`config.mk`:
```
export PLATFORM = sky130hd
export DESIGN_NAME = twiddle_conj_mult_pipe
export DESIGN_NICKNAME = d
export VERILOG_FILES = /design/src/rtl/twiddle_pkg.sv /design/src/rtl/twiddle_idx_ctr.sv /design/src/rtl/twiddle_conj_mult_pipe.sv
export SDC_FILE = /design/constraint.sdc
export NUM_CORES = 2
export LEC_CHECK = 0
export CORE_MARGIN = 2
export CORE_UTILIZATION = 60
export CTS_CLUSTER_DIAMETER = 120
export DETAILED_ROUTE_END_ITERATION = 6
export HOLD_SLACK_MARGIN = 0.05
export PLACE_DENSITY = 0.77
export SLEW_MARGIN = 5
export SYNTH_ARGS = -nofsm -noshare
export SYNTH_HDL_FRONTEND = slang
export SYNTH_HIERARCHICAL = 1
export SYNTH_SLANG_ARGS = --single-unit
```
`constraint.sdc`:
```
create_clock -name clk -period 8.8 [get_ports clk]
set_input_delay 1.32 -clock clk [delete_from_list [all_inputs] [get_ports clk]]
set_output_delay 1.32 -clock clk [all_outputs]
set_load 0.02 [all_outputs]
```
`src/rtl/twiddle_pkg.sv`:
```
// Shared twiddle constants for the FFT/IFFT twiddle multipliers: Q1.10 cos/sin tables and sample types.
// The forward multiplier uses -TW_SIN; the IFFT conjugate multiplier uses TW_SIN directly.
package twiddle_pkg;

    localparam int TW_W     = 12;
    localparam int TW_FRAC  = 10;
    localparam int TW_N     = 64;
    localparam int SAMPLE_W = 16;

    typedef struct packed {
        logic signed [SAMPLE_W-1:0] re;
        logic signed [SAMPLE_W-1:0] im;
    } cplx_t;

    typedef struct packed {
        logic signed [TW_W-1:0] c;
        logic signed [TW_W-1:0] s;
    } tw_t;

    // round(1024*cos(2*pi*k/64))
    localparam int TW_COS [TW_N] = '{
         1024,  1019,  1004,   980,   946,   903,   851,   792,
          724,   650,   569,   483,   392,   297,   200,   100,
            0,  -100,  -200,  -297,  -392,  -483,  -569,  -650,
         -724,  -792,  -851,  -903,  -946,  -980, -1004, -1019,
        -1024, -1019, -1004,  -980,  -946,  -903,  -851,  -792,
         -724,  -650,  -569,  -483,  -392,  -297,  -200,  -100,
            0,   100,   200,   297,   392,   483,   569,   650,
          724,   792,   851,   903,   946,   980,  1004,  1019
    };

    // round(1024*sin(2*pi*k/64))
    localparam int TW_SIN [TW_N] = '{
            0,   100,   200,   297,   392,   483,   569,   650,
          724,   792,   851,   903,   946,   980,  1004,  1019,
         1024,  1019,  1004,   980,   946,   903,   851,   792,
          724,   650,   569,   483,   392,   297,   200,   100,
            0,  -100,  -200,  -297,  -392,  -483,  -569,  -650,
         -724,  -792,  -851,  -903,  -946,  -980, -1004, -1019,
        -1024, -1019, -1004,  -980,  -946,  -903,  -851,  -792,
         -724,  -650,  -569,  -483,  -392,  -297,  -200,  -100
    };

    function automatic tw_t tw_lookup(input logic [5:0] k);
        tw_t t;
        t.c = TW_W'(TW_COS[k]);
        t.s = TW_W'(TW_SIN[k]);
        return t;
    endfunction

endpackage

```
`src/rtl/twiddle_idx_ctr.sv`:
```
// Per-beat twiddle index counter with frame alignment check.
// frame_err pulses the cycle after a beat whose in_last disagrees with the index reaching N_PT-1.
module twiddle_idx_ctr
    import twiddle_pkg::*;
#(
    parameter int N_PT  = TW_N,
    parameter int CNT_W = $clog2(N_PT)
) (
    input  logic             clk,
    input  logic             rst,
    input  logic             i_accept,
    input  logic             i_last,
    output logic [CNT_W-1:0] o_idx,
    output logic             o_frame_err
);

    localparam logic [CNT_W-1:0] LAST_IDX = CNT_W'(N_PT - 1);

    logic [CNT_W-1:0] r_idx;
    logic             r_frame_err;
    logic             w_at_end;

    assign w_at_end = (r_idx == LAST_IDX);

    always_ff @(posedge clk or posedge rst) begin
        if (rst) begin
            r_idx       <= '0;
            r_frame_err <= 1'b0;
        end else begin
            r_frame_err <= i_accept && (i_last != w_at_end);
            if (i_accept) begin
                r_idx <= (i_last || w_at_end) ? '0 : r_idx + 1'b1;
            end
        end
    end

    assign o_idx       = r_idx;
    assign o_frame_err = r_frame_err;

endmodule

```
`src/rtl/twiddle_conj_mult_pipe.sv`:
```
// IFFT twiddle multiplier: rotates each sample by conj(W^k) through a 3-stage stalling pipeline.
// Define TWIDDLE_SAT_EN to clamp the scaled result instead of wrapping.
module twiddle_conj_mult_pipe
    import twiddle_pkg::*;
#(
    parameter int BW      = 16,
    parameter int N_pt    = 64,
    parameter int cnt_num = $clog2(N_pt)
) (
    input  logic                 clk,
    input  logic                 rst,
    input  logic                 in_valid,
    output logic                 in_ready,
    input  logic signed [BW-1:0] in_Real,
    input  logic signed [BW-1:0] in_Imag,
    input  logic                 in_last,
    output logic                 out_valid,
    input  logic                 out_ready,
    output logic signed [BW-1:0] out_Real,
    output logic signed [BW-1:0] out_Imag,
    output logic                 out_last,
    output logic [cnt_num-1:0]   out_idx,
    output logic                 frame_err
);

    localparam int PW = BW + TW_W;
    localparam int SW = BW + TW_W + 1;

`ifdef TWIDDLE_SAT_EN
    localparam logic signed [SW-1:0] SAT_MAX = SW'((2 ** (BW - 1)) - 1);
    localparam logic signed [SW-1:0] SAT_MIN = ~SAT_MAX;
`endif

    function automatic logic signed [BW-1:0] scale(input logic signed [SW-1:0] sum);
`ifdef TWIDDLE_SAT_EN
        logic signed [SW-1:0] sh;
        sh = sum >>> TW_FRAC;
        if (sh > SAT_MAX) return SAT_MAX[BW-1:0];
        if (sh < SAT_MIN) return SAT_MIN[BW-1:0];
        return sh[BW-1:0];
`else
        return {sum[SW-1], sum[TW_FRAC+BW-2:TW_FRAC]};
`endif
    endfunction

    logic               w_adv;
    logic               w_accept;
    logic [cnt_num-1:0] w_idx;
    logic               w_frame_err;
    tw_t                w_tw;

    logic                 r_v1, r_last1;
    logic [cnt_num-1:0]   r_idx1;
    logic signed [BW-1:0] r_ar1, r_ai1;
    logic signed [TW_W-1:0] r_c1, r_s1;

    logic                 r_v2, r_last2;
    logic [cnt_num-1:0]   r_idx2;
    logic signed [PW-1:0] r_p_rc, r_p_is, r_p_rs, r_p_ic;

    logic                 r_v3, r_last3;
    logic [cnt_num-1:0]   r_idx3;
    logic signed [BW-1:0] r_re3, r_im3;

    logic signed [SW-1:0] w_re, w_im;

    // All stages advance together; a stalled output freezes the whole pipe.
    assign w_adv    = !r_v3 || out_ready;
    assign in_ready = w_adv;
    assign w_accept = in_valid && w_adv;

    twiddle_idx_ctr #(
        .N_PT  (N_pt),
        .CNT_W (cnt_num)
    ) u_idx_ctr (
        .clk         (clk),
        .rst         (rst),
        .i_accept    (w_accept),
        .i_last      (in_last),
        .o_idx       (w_idx),
        .o_frame_err (w_frame_err)
    );

    assign w_tw = tw_lookup(w_idx);

    // conj twiddle: (ar + j ai)(c + j s)
    assign w_re = SW'(r_p_rc) - SW'(r_p_is);
    assign w_im = SW'(r_p_rs) + SW'(r_p_ic);

    always_ff @(posedge clk or posedge rst) begin
        if (rst) begin
            r_v1    <= 1'b0;
            r_last1 <= 1'b0;
            r_idx1  <= '0;
            r_ar1   <= '0;
            r_ai1   <= '0;
            r_c1    <= '0;
            r_s1    <= '0;
            r_v2    <= 1'b0;
            r_last2 <= 1'b0;
            r_idx2  <= '0;
            r_p_rc  <= '0;
            r_p_is  <= '0;
            r_p_rs  <= '0;
            r_p_ic  <= '0;
            r_v3    <= 1'b0;
            r_last3 <= 1'b0;
            r_idx3  <= '0;
            r_re3   <= '0;
            r_im3   <= '0;
        end else if (w_adv) begin
            r_v1    <= in_valid;
            r_last1 <= in_valid && in_last;
            if (in_valid) begin
                r_idx1 <= w_idx;
                r_ar1  <= in_Real;
                r_ai1  <= in_Imag;
                r_c1   <= w_tw.c;
                r_s1   <= w_tw.s;
            end

            r_v2    <= r_v1;
            r_last2 <= r_v1 && r_last1;
            if (r_v1) begin
                r_idx2 <= r_idx1;
                r_p_rc <= PW'(r_ar1) * PW'(r_c1);
                r_p_is <= PW'(r_ai1) * PW'(r_s1);
                r_p_rs <= PW'(r_ar1) * PW'(r_s1);
                r_p_ic <= PW'(r_ai1) * PW'(r_c1);
            end

            r_v3    <= r_v2;
            r_last3 <= r_v2 && r_last2;
            if (r_v2) begin
                r_idx3 <= r_idx2;
                r_re3  <= scale(w_re);
                r_im3  <= scale(w_im);
            end
        end
    end

    assign out_valid = r_v3;
    assign out_last  = r_last3;
    assign out_idx   = r_idx3;
    assign out_Real  = r_re3;
    assign out_Imag  = r_im3;
    assign frame_err = w_frame_err;

endmodule

```
Word level (Yosys, flattened, before mapping)
Memories as Yosys holds them, arrays and structs flattened. A register that Yosys moved wholly into a read port is not among the register bits.
Index checks and enable logic that the tools add are counted.
- $mul: 4
- reduce and logical (&&, ||, !) cells: 11
- add/subtract/negate cells: 3
- eq/ne operators: 2
- bitwise gates (word level): 1
- mux-type cells: 1
- operators with widths (cell ; number):
    $mul 16x12->28 ; 4
    $add 28x28->29 ; 1
    $sub 28x28->29 ; 1
    $not 6->7 ; 1
    $add 6x1->6 const B ; 1
    $eq 6x6->1 const B ; 1
    $mux 6 ; 1
    $reduce_and 2->1 ; 3
    $logic_and 1x1->1 ; 5
    $logic_or 1x1->1 ; 2
    $logic_not 1->1 ; 1
    $ne 1x1->1 ; 1
- output and inout port bits: 42
- ROM bits: 4096
- register bits: 207
- memories: 2
- memory list (name ; depth ; width ; rd ports ; clocked after memory_dff ; wr ports ; RTL line ; source):
    (name not given) ; 64 ; 32 ; 1 ; 1 ; 0 ; twiddle_pkg.sv:47 ; t.s = TW_W'(TW_SIN[k]);
    (name not given) ; 64 ; 32 ; 1 ; 1 ; 0 ; twiddle_pkg.sv:46 ; t.c = TW_W'(TW_COS[k]);

Longest topological paths before layout
- depth after elaboration: 4
- mapped depth: 22
- gate-level depth less buffers: 20

Hierarchy
Netlist, hierarchy kept.
- by module, submodules not included (module ; cells an instance ; times used ; area each (sq um)):
    twiddle_conj_mult_pipe ; 4376 ; 1 ; 38812.2
    twiddle_idx_ctr ; 43 ; 1 ; 380.4

Worst setup path after synthesis
No wires, ideal clock.
- kind: flip-flop to flip-flop
- from: register r_s1[6]
- to: register r_p_is[26]
- period minus slack after synthesis: 5.335 ns
- path slack: 3.465 ns
- data arrival time: 5.209 ns
- cell stages (with the launch flop): 21
- setup time: 0.126 ns
- path through: dfrtp_1 > clkbuf_1 > and2_1 > fa_1 > inv_1 > fa_1 > inv_1 > fa_1 > fa_1 > inv_1 > fa_1 > inv_1 > ha_1 > a21o_1 > a21o_1 > a21oi_2 > o22ai_1 > nor3b_2 > o221ai_2 > and4b_1 > o32a_1
- longest elaborated chain between the ends: 1
- RTL lines (item ; RTL line ; source):
    start: declaration ; twiddle_conj_mult_pipe.sv:55 ; logic signed [TW_W-1:0] r_c1, r_s1;
    $mul 16x12->28 ; twiddle_conj_mult_pipe.sv:127 ; r_p_is <= PW'(r_ai1) * PW'(r_s1);
    end signal: assignment ; twiddle_conj_mult_pipe.sv:127 ;
    end: declaration ; twiddle_conj_mult_pipe.sv:59 ; logic signed [PW-1:0] r_p_rc, r_p_is, r_p_rs, r_p_ic;
Every way passes these cells.
A chain may end at the register's enable or synchronous reset.

Final worst setup path
- from: register r_c1[11]
- to: register r_p_ic[27]
- longest elaborated chain between the ends: 1
- RTL lines (item ; RTL line ; source):
    start: declaration ; twiddle_conj_mult_pipe.sv:55 ;
    $mul 16x12->28 ; twiddle_conj_mult_pipe.sv:129 ; r_p_ic <= PW'(r_ai1) * PW'(r_c1);
    end signal: assignment ; twiddle_conj_mult_pipe.sv:129 ;
    end: declaration ; twiddle_conj_mult_pipe.sv:59 ;
Every way passes these cells.

==> results.sh <==
export IMPL_holdBufCountCts=0
export IMPL_path_class="reg -> reg"
export IMPL_core_area_um2=64500
export IMPL_post_cts_buffers=0
export IMPL_setup_tns_ns=0
export IMPL_drt_iter0_drc=2464
export IMPL_cts_tree="built"
export IMPL_synth_edf_count=0
export IMPL_synth_nets=5468
export IMPL_yosysSeqAreaShare=0.147
export IMPL_synthTopCellsByArea="fa_1 (36%), dfrtp_1 (15%), ha_1 (9.6%)"
export IMPL_rr_worst_depth=19
export IMPL_startpoint_type="flip-flop"
export IMPL_use_met3=0.0775
export IMPL_cts_sinks=231
export IMPL_grt_max_degree=141
export IMPL_start_util=0.608
export IMPL_critPathCaptureType="flip-flop"
export IMPL_r2r_slack_ns=1.78
export IMPL_r2r_start="r_c1[11]"
export IMPL_slew_headroom=0.214
export IMPL_multi_input_area_um2=29300
export IMPL_mostFrequentLayoutCells="inv_1 (881), nand2_1 (771), fa_1 (712)"
export IMPL_finalMaxSlewViolations=0
export IMPL_yosys_area_top_type="fa_1"
export IMPL_via_count=29700
export IMPL_final_nets=5420
export IMPL_pin_count=79
export IMPL_synth_main_ff_cell="dfrtp_1"
export IMPL_final_antenna_net_count=0
export IMPL_ys_ff_latch=231
export IMPL_die_w_um=260
export IMPL_tightest_slew_ns=1.18
export IMPL_place_hpwl_um=75500
export IMPL_worstReg2RegEnd="r_p_ic[27]"
export IMPL_max_freq_mhz=143
export IMPL_cts_path_max_buffers=3
export IMPL_fillers=5277
export IMPL_endpoint="r_p_ic[27]"
export IMPL_overflow=0
export IMPL_fin_crit_sh=0.797
export IMPL_yosys_warnings=6
export IMPL_syn_cell_area_um2=39200
export IMPL_outcome="complete, no violations"
export IMPL_drcViolationCount=0
export IMPL_drv_cap=0
export IMPL_syn_to_final_growth_pct=6.48
export IMPL_synthCells=4419
export IMPL_die_height_um=260
export IMPL_min_path_type="reg -> reg"
export IMPL_via_per_inst=5.65
export IMPL_wirelength_um=98700
export IMPL_die_area_um2=67400
export IMPL_grt_pass1_vias=30300
export IMPL_numCtsBuffers=31
export IMPL_clk_pin_slew_ns=0.06
export IMPL_grt_pass1_wl_um=160000
export IMPL_cts_resized_gates=0
export IMPL_ys_async_sr_fraction=1.00
export IMPL_track_usage=0.304
export IMPL_synth_top_area_frac=0.364
export IMPL_top_usage_layer="met2"
export IMPL_seqCellArea_um2=5790
export IMPL_setup_viol=0
export IMPL_critPathMaxFanout=15
export IMPL_met1_usage=0.412
export IMPL_rows=93
export IMPL_routabilityCongestion=0.962
export IMPL_rsz0062_at_grt="false"
export IMPL_worstPathRequired_ns=9.34
export IMPL_crit_arrival_ns=7.55
export IMPL_period_needed_ns=7.02
export IMPL_h_tree_depth=1
export IMPL_clock_latency_ns=0.62
export IMPL_drtPass1Iterations=6
export IMPL_antenna_found_initial=4
export IMPL_hold_viol=0
export IMPL_clockRootBuffer="clkbuf_16"
export IMPL_met2_usage=0.469
export IMPL_startpoint="r_c1[11]"
export IMPL_skew_ns=0.0165
export IMPL_final_common_cell="inv_1"
export IMPL_layout_drive_gt1_share=0.0416
export IMPL_wl_per_cell_um=18.8
export IMPL_syn_area_per_cell_um2=8.87
export IMPL_synthDistinctLibCells=81
export IMPL_io_buffers=78
[per-layer routing]
| layer | vias to the layer above | wire length [um] |
|---|---|---|
| met5 | - | 82 |
| met4 | 6 | 4960 |
| met3 | 240 | 9710 |
| met2 | 1237 | 43900 |
| met1 | 14700 | 40000 |
| li1 | 13500 | - |
[per-stage QoR]
step | instances | worst slack (ns) | area [um^2] | utilization | hold slack (ns)
global route | 5250 | 1.58 | 41700 | 0.647 | 0.492
floorplan | 4419 | 1.35 | 39200 | - | 0.430
finish | 5252 | 1.78 | 41700 | 0.647 | 0.464
detailed placement | 5193 | 2.02 | 40700 | 0.631 | 0.449
global placement | 5193 | 2.15 | 40700 | 0.631 | 0.445
CTS | 5250 | 1.97 | 41700 | 0.647 | 0.463
[flip-flops by register name, indices dropped and copies added, names as in the netlist, 16 cells and up]
| register | flops |
|---|---|
| r_ar1 | 16 |
| r_ai1 | 16 |
| out_Real | 16 |
| r_p_ic | 28 |
| out_Imag | 16 |
| r_p_rc | 28 |
| r_p_rs | 28 |
| r_p_is | 28 |
[synthesized netlist by cell type (5+ instances only)]
cell and number:
fa_1 712, mux2i_1 11, nand4_1 12, o211ai_1 16, and3_1 9, and2_1 248
ha_1 300, xor2_1 47, nor2_1 141, clkbuf_1 187, o31ai_1 18, o21ai_0 177
dfrtp_1 231, a21oi_1 128, or4b_1 5, nor3b_1 7, a21o_1 44, buf_1 14
nor2b_1 10, o21a_1 22, a211oi_1 15, o41ai_1 5, xnor2_1 73, buf_2 10
o2111ai_1 5, nor3_1 32, or3_1 13, a221o_1 5, nand3_1 41, nand2_1 773
a221oi_1 7, mux2_2 41, inv_1 883, o21ai_1 27, o21bai_1 12, nand2b_1 29
a31oi_1 18, or2_2 5, o22ai_1 6
[cells by family (layout without fill, tap and decap cells)]
group / after synthesis / after routing / synth area share
buffers and inverters: 1099 / 1075 / 0.106
other: 0 / 2 / 0
AOI/OAI and AO/OA: 554 / 554 / 0.0880
muxes: 54 / 54 / 0.0157
DFF: 231 / 231 / 0.147
xor gates and xnor gates: 120 / 120 / 0.0268
adders and majority gates: 1012 / 1012 / 0.459
and+or+nand+nor: 1349 / 1349 / 0.157
[layout make-up]
type                            count  area share
Antenna cell                        2    0.000120
Clock buffer                       42      0.0210
Tap cell                          855      0.0256
Timing Repair Buffer              131      0.0285
Clock inverter                     15     0.00447
Multi-Input combinational cell   3089       0.702
Inverter                          887      0.0800
Sequential cell                   231       0.139
[worst min-delay path by stage]
stage,from,to,slack (ns),depth (start not counted)
3_3_place_gp,r_p_rc[0],r_p_rc[0],0.45,2
4_1_cts,r_p_rc[0],r_p_rc[0],0.46,2
5_1_grt,out_Imag[4],out_Imag[4],0.49,2
6_report,out_last,out_last,0.46,2
2_1_floorplan,r_p_rc[0],r_p_rc[0],0.43,2
3_5_place_dp,r_p_rc[0],r_p_rc[0],0.45,2
[critical path, cell delays in order, from the launching register on]
cell      delay, ns
dfrtp_1        0.76
clkinv_1       0.78
buf_4          0.46
nor2_1         0.14
fa_1           0.46
fa_1           0.52
fa_1           0.44
fa_1           0.49
inv_1          0.05
fa_1           0.47
inv_1          0.04
ha_1           0.31
and3_1         0.22
o21ai_0        0.08
a21oi_1        0.09
o31ai_1        0.58
a211oi_1       0.20
or3_1          0.42
a211o_1        0.30
o211ai_1       0.08
Power is left out: the tool's default activity adds up to more than one toggle a clock period on the data nets, which glitch-free logic cannot reach.
